File: src/rtl/aes_dec_ctrl.sv
// rtl/aes_dec_ctrl.sv - AES decryption round sequencer with optional round-key cache
// Optional feature: define AES_DEC_KEY_CACHE_EN to skip key expansion when the stored round keys are still valid.
module aes_dec_ctrl #(
  parameter int NR = 10
) (
  input  logic       clk,
  input  logic       reset_n,
  input  logic       start,
  input  logic       new_key,
  input  logic       abort,
  input  logic       out_ready,
  output logic       ready,
  output logic       data_load,
  output logic       key_exp_en,
  output logic       key_wr_en,
  output logic [3:0] key_idx,
  output logic       inv_shift_en,
  output logic       inv_sub_en,
  output logic       add_key_en,
  output logic       inv_mix_en,
  output logic       out_valid
);

  typedef enum logic [2:0] {
    S_IDLE   = 3'd0,
    S_KEYEXP = 3'd1,
    S_INIT   = 3'd2,
    S_ROUND  = 3'd3,
    S_FINAL  = 3'd4,
    S_DONE   = 3'd5
  } state_t;

  localparam logic [3:0] LP_NR    = 4'(NR);
  localparam logic [3:0] LP_NR_M1 = 4'(NR - 1);

  state_t     r_state;
  state_t     w_state_nxt;
  logic [3:0] r_cnt;
  logic [3:0] w_cnt_nxt;
  logic       w_hit;

`ifdef AES_DEC_KEY_CACHE_EN
  logic r_key_valid;

  always_ff @(posedge clk or negedge reset_n) begin
    if (!reset_n) begin
      r_key_valid <= 1'b0;
    end else if (abort || new_key) begin
      r_key_valid <= 1'b0;
    end else if (r_state == S_KEYEXP && r_cnt == LP_NR) begin
      r_key_valid <= 1'b1;
    end
  end

  // A key change in the same cycle as start must force a fresh expansion.
  assign w_hit = r_key_valid & ~new_key;
`else
  logic w_unused_new_key;
  assign w_unused_new_key = new_key;
  assign w_hit            = 1'b0;
`endif

  always_ff @(posedge clk or negedge reset_n) begin
    if (!reset_n) begin
      r_state <= S_IDLE;
      r_cnt   <= 4'd0;
    end else begin
      r_state <= w_state_nxt;
      r_cnt   <= w_cnt_nxt;
    end
  end

  always_comb begin
    w_state_nxt  = r_state;
    w_cnt_nxt    = r_cnt;
    ready        = 1'b0;
    data_load    = 1'b0;
    key_exp_en   = 1'b0;
    key_wr_en    = 1'b0;
    key_idx      = 4'd0;
    inv_shift_en = 1'b0;
    inv_sub_en   = 1'b0;
    add_key_en   = 1'b0;
    inv_mix_en   = 1'b0;
    out_valid    = 1'b0;
    case (r_state)
      S_IDLE: begin
        ready     = 1'b1;
        w_cnt_nxt = 4'd0;
        if (start) begin
          data_load   = 1'b1;
          w_state_nxt = w_hit ? S_INIT : S_KEYEXP;
        end
      end
      S_KEYEXP: begin
        key_exp_en = 1'b1;
        key_wr_en  = 1'b1;
        key_idx    = r_cnt;
        if (r_cnt == LP_NR) begin
          w_state_nxt = S_INIT;
          w_cnt_nxt   = 4'd0;
        end else begin
          w_cnt_nxt = r_cnt + 4'd1;
        end
      end
      S_INIT: begin
        add_key_en  = 1'b1;
        key_idx     = LP_NR;
        w_state_nxt = S_ROUND;
        w_cnt_nxt   = LP_NR_M1;
      end
      S_ROUND: begin
        inv_shift_en = 1'b1;
        inv_sub_en   = 1'b1;
        add_key_en   = 1'b1;
        inv_mix_en   = 1'b1;
        key_idx      = r_cnt;
        w_cnt_nxt    = r_cnt - 4'd1;
        if (r_cnt == 4'd1) begin
          w_state_nxt = S_FINAL;
        end
      end
      S_FINAL: begin
        inv_shift_en = 1'b1;
        inv_sub_en   = 1'b1;
        add_key_en   = 1'b1;
        w_state_nxt  = S_DONE;
        w_cnt_nxt    = 4'd0;
      end
      S_DONE: begin
        out_valid = 1'b1;
        if (out_ready) begin
          w_state_nxt = S_IDLE;
        end
      end
      default: begin
        w_state_nxt = S_IDLE;
        w_cnt_nxt   = 4'd0;
      end
    endcase
    // Cancel wins over everything, including a start seen in IDLE.
    if (abort) begin
      w_state_nxt = S_IDLE;
      w_cnt_nxt   = 4'd0;
      data_load   = 1'b0;
    end
  end

endmodule
File: config.mk
export PLATFORM = sky130hd
export DESIGN_NAME = aes_dec_ctrl
export DESIGN_NICKNAME = d
export VERILOG_FILES = /design/src/rtl/aes_dec_ctrl.sv
export SDC_FILE = /design/constraint.sdc
export NUM_CORES = 1
export LEC_CHECK = 0
export BUFFER_PORTS_ARGS = -buffer_cell sky130_fd_sc_hd__buf_2
export CELL_PAD_IN_SITES_DETAIL_PLACEMENT = 1
export CELL_PAD_IN_SITES_GLOBAL_PLACEMENT = 1
export CORE_MARGIN = 2
export CORE_UTILIZATION = 38
export DETAILED_ROUTE_END_ITERATION = 8
export PLACE_DENSITY = 0.84
export RECOVER_POWER = 50
export SYNTH_ARGS = -nofsm -noshare
export SYNTH_HDL_FRONTEND = slang
export SYNTH_SLANG_ARGS = --single-unit
File: constraint.sdc
create_clock -name clk -period 4.6 [get_ports clk]
set_input_delay 0.92 -clock clk [delete_from_list [all_inputs] [get_ports clk]]
set_output_delay 0.92 -clock clk [all_outputs]
set_load 0.05 [all_outputs]
==> results.yml <==
clocking:
  ctsHtreeMaxLevel: 1
  cts_tree: "yes"
  cts_buffers: 3
  cts_setup_buffers: 0
  clock-sinks: 7
  ctsHoldBuffers: 0
  clock_latency_ns: 0.27
  clockBufferDepth: 2
  clkTransAtPathRegs_ns: 0.06
  post_cts_resized: 0
  cts_root_buf: "clkbuf_4"
setup_path:
  cp_cell_sequence: "nor3_1 -> nor3b_1 -> buf_2"
  worstSetupPathType: "flop to output pin"
  slowest_stage: "dfrtp_1"
  startpoint_type: "flop"
  critPathMaxFanout: 17
  worstPathArrival_ns: 1.69
  worst-endpoint-required_ns: 3.68
  reg2reg_slack_ns: 2.82
  critPathMaxStageDelay_ns: 0.54
  crit_path_end_kind: "output pin"
routing:
  viasPerCell: 6.12
  drt_iter0_markers: 5
  drt_first_pass_iters: 4
  antenna_left: 0
  vias: 704
  drc_errors: 0
  drt_wl_total_um: 1670
  routedWlPerCell_um: 14.5
timing:
  worst_pin_slew_ns: 0.469
  final_hold_viol_count: 0
  rsz0062_at_grt: "no"
  clock.fmax_mhz: 384
  worst_slack_ns: 1.99
  fin_crit_sh_pct: 56.7
  relSlewSlack_pct: 68.5
  skew_ns: 0.0140
  slew_violations: 0
  fin_setup_tns_ns: 0
  setup_viol: 0
  min_period_ns: 2.61
placed_design:
  placed_cell_area_um2: 722
  dp.final_hpwl_um: 1320
  pre_cts_ws_ns: 2.13
  gp_congestion: 0.732
  io_buffers: 17
global_routing:
  grtUsageMet1_pct: 21.9
  grt_overflow_total: 0
  grt_start_max_net_pins: 18
  grt_pass1_vias: 614
  antenna_found_initial: 0
  grtUsageTotal_pct: 19.4
  grt_pass1_wl_um: 2730
  grt_use_met2_pct: 31.5
  grt-busiest-layer: "met2"
  grtUsageMet3_pct: 7.14
die:
  dieArea_um2: 2070
  die-width_um: 45.5
  num_rows: 14
  initial_core_util_pct: 41.9
  die_height_um: 45.5
  core_area_um2: 1560
  ios: 19
cells_and_area:
  layout-drive-gt1-share_pct: 22.2
  syn_to_final_growth_pct: 14.4
  antenna_cells: 0
  layout.nets: 110
  design_area_um2: 747
synth:
  synth_compound_area_share_pct: 24.7
  synth_xor_area_share_pct: 0
  synth_top_family_by_area: "simple AND/OR/NAND/NOR gates"
  synth.area.mux_share_pct: 0
  ys_ff_latch: 7
  yosys.area_share.simple_pct: 30.1
  ys_top_cells_by_area: "dfrtp_1, ha_1, a21oi_1"
  syn_area_per_cell_um2: 7.68
  synth_top_area_share_pct: 26.8
  synth_warnings: 0
  synth_cells: 85
  netlist_area_um2: 653
  syn_nets: 95
  yosys.area_share.adder_pct: 7.66
  yosys.area.top_type: "dfrtp_1"
  post_synth_num_cell_types: 32
  ys_seq_area_share_pct: 26.8
pwr:
  p_leak_nw: 0.372
  p_switching_uw: 235
  comb_power_share_pct: 59.6
  ir_worst_vdd_v: 0.000281
  p_per_area_nw_per_um2: 552
  swShare_pct: 57.1
  pwr-share-clk_pct: 14.2
  seqPwrFrac_pct: 26.2
  intPower_uw: 177
run:
  maxCapViolCount: 0
worst_hold_path:
  worstHoldPathType: "primary input to async pin"
outcome:
  outcome: "finished, final reports clean"
## worst max-delay path, delay by kind of cell (launching register included)
kind,cells,cell delay [ns]
simple gates,2,0.60
flops,1,0.54
buf+inv,1,0.29
## through the flow
step	hold slack, ns	utilization [%]	power, mW	std cells
after floorplan	0.560	-	0.311	85
after global placement	0.622	46.3	0.350	111
after detailed placement	0.641	46.3	0.357	111
after CTS	0.477	48.0	0.415	115
after global routing	0.568	47.9	0.438	115
final	0.538	47.9	0.412	115
## kinds of logic (layout without fill, tap and decap cells)
| group | Yosys count | after routing |
|---|---|---|
| adders and majority gates | 4 | 4 |
| buffers and inverters | 16 | 30 |
| AOI/OAI and AO/OA | 24 | 24 |
| DFF | 7 | 7 |
| and+or+nand+nor | 34 | 34 |
## Yosys cell counts (all sizes together)
master / count
a21oi: 9
a221oi: 1
a22o: 1
a22oi: 2
a311oi: 1
a31oi: 2
and3b: 2
buf: 4
clkbuf: 3
dfrtp: 7
ha: 4
inv: 9
nand2: 9
nand2b: 3
nand3b: 1
nand4: 1
nor2: 5
nor2b: 1
nor3: 6
nor3b: 3
o2111a: 1
o21ai: 2
o22ai: 1
o31a: 1
o32ai: 3
or3b: 1
or4: 1
or4bb: 1
## metal layers
metal	up-vias	wire, um	part of all wire (%)
li1	334	-	-
met1	344	703	42
met2	22	862	52
met3	4	79	4.7
met4	0	24	1.4
met5	-	0	0
## power groups by stage
stage	Clock, mW	Sequential, mW	Combinational [mW]
2_1_floorplan	0	0.0824	0.228
3_3_place_gp	0	0.108	0.242
3_5_place_dp	0	0.110	0.247
4_1_cts	0.0589	0.108	0.248
5_1_grt	0.0616	0.112	0.265
6_report	0.0583	0.108	0.246
## path summary, 6_finish.rpt
| kind | from | to | cells after the start |
|---|---|---|---|
| min in group clk | r_cnt[2] | r_cnt[2] | 1 |
| max in group asynchronous | reset_n | r_state[0] | 1 |
| worst min register to register | r_cnt[2] | r_cnt[2] | 1 |
| worst max register to register | r_cnt[0] | r_state[1] | 6 |
| worst max-delay path | r_state[2] | data_load | 3 |
| worst min-delay path | reset_n | r_cnt[3] | 1 |
## cells in the final DEF (no fill, tap or decap), types with 2 or more instances in the layout
cell and n:
nand2b_1 3, nor3b_1 3, nor2_1 5, clkbuf_1 2
dfrtp_1 7, nand2_1 9, clkbuf_4 3, and3b_1 2
a21oi_1 9, nor3_1 5, o32ai_1 3, ha_1 4
a31oi_1 2, buf_2 16, inv_1 8, a22oi_1 2
## sequential cells by signal, summed over array words and instances, names as in the netlist
signal	flops
r_cnt	4
r_state	3
## area by class of cell
cell class                      count  area, um2
Clock buffer                        4       26.3
Fill cell                         208        812
Inverter                            9       33.8
Multi-Input combinational cell     62        408
Sequential cell                     7        175
Tap cell                           16       20.0
Timing Repair Buffer               17       83.8
Note: power is estimated with default switching activity, not from simulation.
